$ cat src/rtl/mdu_pkg.sv
// Shared definitions for the iterative multiply/divide unit: op encodings,
// FSM states and small op-decoding helpers.
package mdu_pkg;

  localparam logic [1:0] OP_MULT  = 2'b00;
  localparam logic [1:0] OP_MULTU = 2'b01;
  localparam logic [1:0] OP_DIV   = 2'b10;
  localparam logic [1:0] OP_DIVU  = 2'b11;

  typedef enum logic [1:0] {
    IDLE = 2'd0,
    CALC = 2'd1,
    FIN  = 2'd2
  } state_t;

  function automatic logic is_signed_op(input logic [1:0] op);
    return (op == OP_MULT) || (op == OP_DIV);
  endfunction

  function automatic logic is_div_op(input logic [1:0] op);
    return (op == OP_DIV) || (op == OP_DIVU);
  endfunction

endpackage

$ cat src/rtl/mul_div_unit.sv
// Iterative WIDTH-cycle multiply/divide unit producing the HI/LO pair, with
// MTHI/MTLO write-back. Multiply and divide share one shift register and adder.
module mul_div_unit
  import mdu_pkg::*;
#(
  parameter int WIDTH = 32
) (
  input  logic             clk,
  input  logic             rst_n,
  input  logic             start,
  input  logic [1:0]       op,
  input  logic [WIDTH-1:0] a,
  input  logic [WIDTH-1:0] b,
  input  logic             hi_wr,
  input  logic             lo_wr,
  input  logic [WIDTH-1:0] wdata,
  output logic             busy,
  output logic             done,
  output logic             div0,
  output logic [WIDTH-1:0] hi,
  output logic [WIDTH-1:0] lo
);

  localparam int CW = $clog2(WIDTH) + 1;

  state_t             r_state;
  state_t             w_state_next;
  logic [1:0]         r_op;
  logic               r_sign_a;
  logic               r_sign_b;
  logic [WIDTH-1:0]   r_a;
  logic [WIDTH-1:0]   r_b_mag;
  logic [2*WIDTH-1:0] r_acc;
  logic [CW-1:0]      r_cnt;
  logic [WIDTH-1:0]   r_hi;
  logic [WIDTH-1:0]   r_lo;
  logic               r_done;
  logic               r_div0;

  logic               w_idle;
  logic               w_accept;
  logic               w_sa;
  logic               w_sb;
  logic [WIDTH-1:0]   w_mag_a;
  logic [WIDTH-1:0]   w_mag_b;
  logic [WIDTH:0]     w_x;
  logic [WIDTH:0]     w_y;
  logic [WIDTH+1:0]   w_addsub;
  logic [2*WIDTH-1:0] w_acc_next;
  logic [2*WIDTH-1:0] w_prod;
  logic [WIDTH-1:0]   w_quo;
  logic [WIDTH-1:0]   w_rem;
  logic [WIDTH-1:0]   w_hi_res;
  logic [WIDTH-1:0]   w_lo_res;

  // The done cycle is spent in IDLE but still counts as busy.
  assign w_idle   = (r_state == IDLE) && !r_done;
  assign w_accept = w_idle && start;

  assign w_sa    = is_signed_op(op) & a[WIDTH-1];
  assign w_sb    = is_signed_op(op) & b[WIDTH-1];
  assign w_mag_a = w_sa ? -a : a;
  assign w_mag_b = w_sb ? -b : b;

  always_comb begin
    w_state_next = r_state;
    case (r_state)
      IDLE:    if (w_accept) w_state_next = CALC;
      CALC:    if (r_cnt == CW'(1)) w_state_next = FIN;
      FIN:     w_state_next = IDLE;
      default: w_state_next = IDLE;
    endcase
  end

  // Divide compares the shifted partial remainder; multiply adds to the upper half.
  always_comb begin
    w_y = {1'b0, r_b_mag};
    if (is_div_op(r_op)) begin
      w_x      = r_acc[2*WIDTH-1:WIDTH-1];
      w_addsub = {1'b0, w_x} - {1'b0, w_y};
    end else begin
      w_x      = {1'b0, r_acc[2*WIDTH-1:WIDTH]};
      w_addsub = {1'b0, w_x} + {1'b0, w_y};
    end
  end

  always_comb begin
    w_acc_next = r_acc;
    if (is_div_op(r_op)) begin
      if (w_addsub[WIDTH+1])
        w_acc_next = {r_acc[2*WIDTH-2:0], 1'b0};
      else
        w_acc_next = {w_addsub[WIDTH-1:0], r_acc[WIDTH-2:0], 1'b1};
    end else begin
      if (r_acc[0])
        w_acc_next = {w_addsub[WIDTH:0], r_acc[WIDTH-1:1]};
      else
        w_acc_next = {1'b0, r_acc[2*WIDTH-1:1]};
    end
  end

  // Sign flags are zero for unsigned ops, so the corrections are no-ops there.
  always_comb begin
    w_prod = (r_sign_a ^ r_sign_b) ? -r_acc : r_acc;
    w_quo  = (r_sign_a ^ r_sign_b) ? -r_acc[WIDTH-1:0] : r_acc[WIDTH-1:0];
    w_rem  = r_sign_a ? -r_acc[2*WIDTH-1:WIDTH] : r_acc[2*WIDTH-1:WIDTH];
    if (!is_div_op(r_op)) begin
      w_hi_res = w_prod[2*WIDTH-1:WIDTH];
      w_lo_res = w_prod[WIDTH-1:0];
    end else if (r_div0) begin
      w_hi_res = r_a;
      w_lo_res = '1;
    end else begin
      w_hi_res = w_rem;
      w_lo_res = w_quo;
    end
  end

  always_ff @(posedge clk or negedge rst_n) begin
    if (!rst_n) begin
      r_state  <= IDLE;
      r_op     <= '0;
      r_sign_a <= 1'b0;
      r_sign_b <= 1'b0;
      r_a      <= '0;
      r_b_mag  <= '0;
      r_acc    <= '0;
      r_cnt    <= '0;
      r_hi     <= '0;
      r_lo     <= '0;
      r_done   <= 1'b0;
      r_div0   <= 1'b0;
    end else begin
      r_state <= w_state_next;
      r_done  <= (r_state == FIN);
      case (r_state)
        IDLE: begin
          if (w_idle && hi_wr) r_hi <= wdata;
          if (w_idle && lo_wr) r_lo <= wdata;
          if (w_accept) begin
            r_op     <= op;
            r_sign_a <= w_sa;
            r_sign_b <= w_sb;
            r_a      <= a;
            r_b_mag  <= w_mag_b;
            r_acc    <= {{WIDTH{1'b0}}, w_mag_a};
            r_cnt    <= CW'(WIDTH);
            r_div0   <= is_div_op(op) && (b == '0);
          end
        end
        CALC: begin
          r_acc <= w_acc_next;
          r_cnt <= r_cnt - CW'(1);
        end
        FIN: begin
          r_hi <= w_hi_res;
          r_lo <= w_lo_res;
        end
        default: ;
      endcase
    end
  end

  assign busy = (r_state != IDLE) || r_done;
  assign done = r_done;
  assign div0 = r_div0;
  assign hi   = r_hi;
  assign lo   = r_lo;

endmodule

$ cat config.mk
export PLATFORM = sky130hd
export DESIGN_NAME = mul_div_unit
export DESIGN_NICKNAME = d
export VERILOG_FILES = /design/src/rtl/mdu_pkg.sv /design/src/rtl/mul_div_unit.sv
export SDC_FILE = /design/constraint.sdc
export NUM_CORES = 1
export LEC_CHECK = 0
export ABC_CLOCK_PERIOD_IN_PS = 3100
export CAP_MARGIN = 10
export CORE_MARGIN = 1
export CORE_UTILIZATION = 53
export DETAILED_ROUTE_END_ITERATION = 12
export PLACE_DENSITY = 0.82
export SETUP_SLACK_MARGIN = 0.2
export SLEW_MARGIN = 40
export SYNTH_ARGS = -nofsm -noshare
export SYNTH_HDL_FRONTEND = slang
export SYNTH_SLANG_ARGS = --single-unit
$ cat constraint.sdc
create_clock -name clk -period 3.1 [get_ports clk]
set_clock_uncertainty 0.2 [all_clocks]
set_input_delay 0.775 -clock clk [delete_from_list [all_inputs] [get_ports clk]]
set_output_delay 0.775 -clock clk [all_outputs]
set_load 0.005 [all_outputs]
==> flow_summary.ini, run 1 <==
[clock_tree]
cts.sinks = 205
clk_latency_ps = 580
clockBufferDepth = 3
path_clk_slew_ps = 70
clockRootBuffer = clkbuf_16
tritoncts.num_buffers = 25
htree_levels = 1
cts_tree = built

[logic_synthesis]
netlist_top_cells_count = 340 x nand2_1, 205 x dfrtp_1, 193 x o21ai_0, 181 x a21oi_1, 142 x clkbuf_1
synthMuxAreaShare_pct = 3.832
yosysTopAreaCellShare_pct = 30.45
yosys.area_share.simple_pct = 19.62
ys_seq_area_share_pct = 30.45
yosysMostFrequentCell = nand2_1
synthArstFlopShare_pct = 100.0
synth.area.top_cells = dfrtp_1 30%, nand2_1 7.6%, o21ai_0 5.7%
syn_area_sq_mm = 0.01685
synth_ff_type = dfrtp_1
yosys.cell_types.count = 77
yosysTopAreaCell = dfrtp_1
synth_area_per_cell_sq_um = 7.761
ys_seq_elements = 205
synth_xor_area_share_pct = 8.369
synth_top_family_by_area = compound AO/OA/AOI/OAI gates
synth_cells = 2171
yosys.area_share.adder_pct = 5.436
synth_compound_area_share_pct = 27.10
syn_nets = 2346
synth_edf_count = 0
ys.warnings.count = 0

[place]
gp_congestion = 1.026
hpwl_mm = 52.69
io_buffers = 169
pre_cts_ws_ps = -845.0

[worst_setup_path]
worstPathMaxFanout = 3
cp_common_cell = o211ai_1
crit_chain = ha_4, inv_2, fa_2, nor2b_2, o211ai_1, buf_4, a31oi_4, buf_6, o2111a_2, o211ai_1, buf_4, a21o_1, a2111o_1, o211ai_1, a22o_1
worst-path-buf-inv = 4
max_stage_delay_ps = 430
worst_setup_path_start_kind = flop
arrival_ps = 3740
critPathTopFamily = compound AO/OA/AOI/OAI gates
path_class = reg2reg
end_kind = flop
critPathSlowestCell = dfrtp_2
critPathRequiredTime_ps = 3410

[sta]
period_needed_ps = 3435
timing.hold.ws_ps = 279.0
tightest_slew_ps = 979.0
grt_setup_unrepaired = true
period_share_pct = 110.8
maxSlewViolCount = 0
relSlewSlack_pct = 34.34
fmax_mhz = 291.1
finalSetupTns_ps = -7420
worst_slack_ps = -335.0
setup_violations = 55
hold_viol_final = 0

[run_status]
violations = setup timing
status = finished, violations left

[detailed_routing]
wl_mm = 78.10
viasPerCell = 6.739
drc = 0
drt_iter0_drc = 2634
drt-wirelength-per-cell_um = 25.32
ant_nets = 0
dr.pass1.iters = 6
vias = 20790

[global_routing]
antenna_found_initial = 3
use_met1_pct = 57.95
use_met2_pct = 70.12
overflow = 0
grt_usage_pct = 43.50
grt_pass1_wl_mm = 110.9
grt_pass1_vias = 19560
top_usage_layer = met2
grt_max_degree = 87
use_met3_pct = 8.327

[floorplanning]
ioPinCount = 170
dieHeight_um = 180.3
core_sq_mm = 0.03091
fp-row-count = 64
fp.dieW_um = 180.3
initial_core_util_pct = 54.51
design.die.area_sq_mm = 0.03251

[pwr]
p_leak_nw = 10.82
ir_worst_vdd_uv = 1266
cellPowerDensity_mw_per_mm2 = 1439

[job]
drv_cap = 0

[final_layout]
drive_gt1_share_pct = 29.19
final_nets = 2846
n_antenna_cell = 0
syn_to_final_growth_pct = 47.45
utilization_pct = 80.37
n_fill_cell = 1910

[worst_hold_path]
hp-class = reg2reg
[cell usage in the layout, fill, tap and decap left out, drive strengths merged, types with 7 or more instances in the layout]
cell type | Yosys | final
o41ai | 13 | 13
a31oi | 32 | 32
inv | 72 | 73
a32o | 12 | 12
and2 | 11 | 11
nor2b | 24 | 24
nand2 | 341 | 342
ha | 70 | 70
or3 | 26 | 26
and3 | 15 | 15
dfrtp | 205 | 205
nor4 | 26 | 26
buf | 15 | 462
mux2i | 60 | 60
or4 | 19 | 19
a21o | 37 | 37
a221oi | 10 | 10
a21oi | 181 | 181
a211oi | 24 | 24
a211o | 7 | 7
o2111ai | 7 | 7
nand4 | 11 | 11
xnor2 | 87 | 87
o21a | 16 | 16
o22ai | 23 | 23
nor2 | 131 | 131
nand3 | 44 | 44
xor2 | 74 | 74
o21ai | 199 | 199
nor3 | 37 | 37
clkbuf | 142 | 32
o31ai | 23 | 23
o211ai | 48 | 48
a32oi | 20 | 20
clkdlybuf4s50 | 0 | 157
a22o | 9 | 9
nand2b | 19 | 19
[final cells by class]
type / count / area, sq um / area share, %
multi-input cells: 1737 / 12620 / 50.79
repair buffers: 629 / 5440 / 21.90
flip-flops and latches: 205 / 5144 / 20.71
clock buffers: 31 / 668.1 / 2.689
well taps: 396 / 495.5 / 1.994
inverters: 73 / 281.5 / 1.133
clock inverters: 14 / 195.2 / 0.7857
[path summary, 6_finish.rpt]
path                       startpoint           to  slack (ps)  depth (start not counted)
max                        r_b_mag[0]    r_acc[59]        -330                         15
min                           r_a[23]      r_a[23]         280                          2
max reg2reg                r_b_mag[0]    r_acc[59]        -330                         15
min reg2reg                   r_a[23]      r_a[23]         280                          2
max in group asynchronous       rst_n       r_a[9]        1370                          3
min in group asynchronous       rst_n  r_b_mag[24]         500                          2
[flip-flops by register name, summed over array words and instances (netlist names)]
name      count
r_acc        64
hi           32
lo           32
r_a          32
r_b_mag      32
r_cnt         6
r_state       2
div0          1
done          1
r_op          1
r_sign_a      1
r_sign_b      1
[routing by layer]
| layer | vias to the layer above | wire [um] |
|---|---|---|
| li1 | 8862 | - |
| met4 | 2 | 4374 |
| met2 | 1563 | 34520 |
| met5 | - | 11 |
| met3 | 389 | 9698 |
| met1 | 9975 | 29500 |
[per-stage QoR]
stage | area (sq um) | std cells | total power, mW
5_1_grt | 24840 | 3085 | 37.28
2_1_floorplan | 17250 | 2171 | 17.89
3_3_place_gp | 21810 | 2969 | 26.82
6_report | 24840 | 3085 | 35.74
3_5_place_dp | 21820 | 2969 | 27.28
4_1_cts | 23950 | 3058 | 32.69
[report_power, final]
group	internal (mW)	leakage (nW)	switching, mW
registers	4.03	2.50	1.39
logic	12.1	7.90	15.0
clock network	1.87	0.414	1.34
total	18.0	10.8	17.7
[worst reg2reg max path: cells and delay by family, from the launching register on]
kind / cells / cell delay [ps]
adder cells (fa/ha/maj): 2 / 540
buffers and inverters: 4 / 570
flip-flops: 1 / 430
AO/OA/AOI/OAI: 8 / 1500
AND/OR/NAND/NOR: 1 / 150
[cells by family after synthesis]
logic type	after synthesis
compound gates	719
flops	205
simple gates	720
mux	64
buf+inv	230
fa+ha+maj	72
xor+xnor	161
[repair_timing]
| item | 4_1_cts | 5_1_grt |
|---|---|---|
| hold buffers | 1 | 0 |
| pin swaps | 112 | 128 |
| buffers inserted | 42 | 27 |
| hold endpoints to repair | 36 | 0 |
| resized for setup | 248 | 144 |
| endpoints found under the setup margin | 102 | 109 |
| cloned | 1 | 0 |
No activity file was read; power rests on OpenSTA's default activity.
==> run 2, diff against run 1 <==
--- a/config.mk
+++ b/config.mk
@@ -10,7 +10,8 @@
 export CORE_MARGIN = 1
 export CORE_UTILIZATION = 53
 export DETAILED_ROUTE_END_ITERATION = 12
-export PLACE_DENSITY = 0.82
+export DONT_BUFFER_PORTS = 1
+export PLACE_DENSITY = 0.75
 export SETUP_SLACK_MARGIN = 0.2
 export SLEW_MARGIN = 40
 export SYNTH_ARGS = -nofsm -noshare
==> run 2 against run 1 <==
Against the previous run:
- the flow finishes with violations (hold timing, setup timing)
- maximum frequency about the same
- design area decreased by 7.9%
- non-clock buffer count decreased by 244
- final cell count decreased by 8.0%
- critical endpoint is now r_acc[62]
- sequential cell count unchanged
- register-to-register slack about the same
- hold slack got worse by 550 ps
==> flow_summary.ini, run 2 (synthesis gave the netlist of run 1 again) <==
[clock_tree]
htree_levels = 1
cts_tree = built
clockBufferDepth = 3
clk_latency_ps = 540
cts.sinks = 205
tritoncts.num_buffers = 25
path_clk_slew_ps = 70
clockRootBuffer = clkbuf_16

[place]
hpwl_mm = 48.07
gp_congestion = 1.038
place_area_sq_mm = 0.01944
io_buffers = 0
pre_cts_ws_ps = -400.6

[detailed_routing]
drt-wirelength-per-cell_um = 24.45
viasPerCell = 6.749
drc = 0
drt_iter0_drc = 2532
dr.pass1.iters = 6
wl_mm = 69.41
ant_nets = 0
vias = 19160

[final_layout]
drive_gt1_share_pct = 30.00
top_register = r_acc
register_area_sq_mm = 0.005142
largest_register_ffs = 64
final_nets = 2601
multi_input_area_sq_mm = 0.01285
n_fill_cell = 2161
final_cell_mix = 325 x nand2_1, 318 x buf_4, 197 x dfrtp_1
stdcell_area_sq_mm = 0.02289
final_common_cell = nand2_1
syn_to_final_growth_pct = 35.83
utilization_pct = 74.04
n_antenna_cell = 0

[global_routing]
overflow = 0
grt_pass1_wl_mm = 101.9
antenna_found_initial = 1
grt_pass1_vias = 18040
grt_usage_pct = 39.82
grt_max_degree = 206

[worst_setup_path]
reg2regPathDepth = 11
end_kind = flop
crit_end = r_acc[62]
path_class = reg2reg
worst_setup_path_start_kind = flop
rrSetupSlack_ps = -330
critPathLaunch = r_acc[39]
arrival_ps = 3670
r2r-start = r_acc[39]
worstPathMaxFanout = 6
r2r_end = r_acc[62]
critPathRequiredTime_ps = 3330

[floorplanning]
design.die.area_sq_mm = 0.03251
fp-row-count = 64
initial_core_util_pct = 54.51
dieHeight_um = 180.3
fp.dieW_um = 180.3
ioPinCount = 170
core_sq_mm = 0.03091

[sta]
setup_violations = 58
timing.hold.ws_ps = -266.4
grt_setup_unrepaired = true
maxSlewViolCount = 0
tightest_slew_ps = 837.7
relSlewSlack_pct = 44.15
hold_viol_final = 205
period_needed_ps = 3435
period_share_pct = 110.8
finalSetupTns_ps = -7411
fmax_mhz = 291.2
worst_slack_ps = -334.7

[worst_hold_path]
hp-class = in2async

[job]
drv_cap = 0

[run_status]
violations = hold timing, setup timing
status = finished, violations left
==> run 2: changes by cell type in the layout (fill, tap and decap cells not counted), moves of 5 or more <==
cell             delta
a21oi_2             -7
a21oi_4             +7
dlymetal6s2s_1      -5
buf_4              -82
nor2_1              -5
clkdlybuf4s50_1   -157
o21ai_1             -9
o21ai_0             +5
ha_4                +5
==> run 2: final cells by class <==
class	instances	area share, %
inverters	73	1.219
well taps	396	2.165
clock buffers	34	3.056
repair buffers	385	14.14
multi-input cells	1736	56.15
flip-flops and latches	205	22.47
clock inverters	10	0.8037
==> run 2: layer usage <==
layer  vias up  routed length [um]  GRT usage, %
met5         -                  11             0
met4         2                3642         15.18
met3       297                8977         10.53
met2      1287               30260         60.76
met1      9202               26520         53.91
li1       8372                   -             -
==> run 2: through the flow <==
stage,hold slack [ps],cells
after floorplan,237.9,2171
after global placement,254.4,2711
after detailed placement,267.8,2711
after CTS,-280.9,2795
after global routing,-278.6,2839
final,-266.4,2839
==> run 2: timing repair <==
| action | CTS | global route |
|---|---|---|
| setup endpoints to repair | 76 | 88 |
| gates cloned | 1 | 0 |
| buffers inserted | 39 | 44 |
| gates resized for setup | 197 | 221 |
| hold endpoints to repair | 205 | 205 |
| pin swaps | 88 | 155 |
==> run 2: how the worst min path moves through the flow <==
stage                              to  slack [ps]     start
after floorplan              r_cnt[4]         240  r_cnt[4]
after CTS                 r_b_mag[17]        -280     rst_n
after detailed placement     r_cnt[4]         270  r_cnt[4]
final                     r_b_mag[26]        -270     rst_n
after global placement       r_cnt[4]         250  r_cnt[4]
after global routing      r_b_mag[26]        -280     rst_n
==> run 2: critical path, stage by stage (launching register included) <==
cell	delay [ps]
dfrtp_1	460
buf_4	170
ha_1	380
nand4_1	170
a21oi_1	220
a21boi_4	270
o41ai_4	110
o31a_1	310
o31a_1	370
o221ai_2	250
o2111ai_1	140
a32o_1	260
Power of run 2 is left out: the tool's default activity adds up to more than one toggle a clock period on the data nets, which glitch-free logic cannot reach.
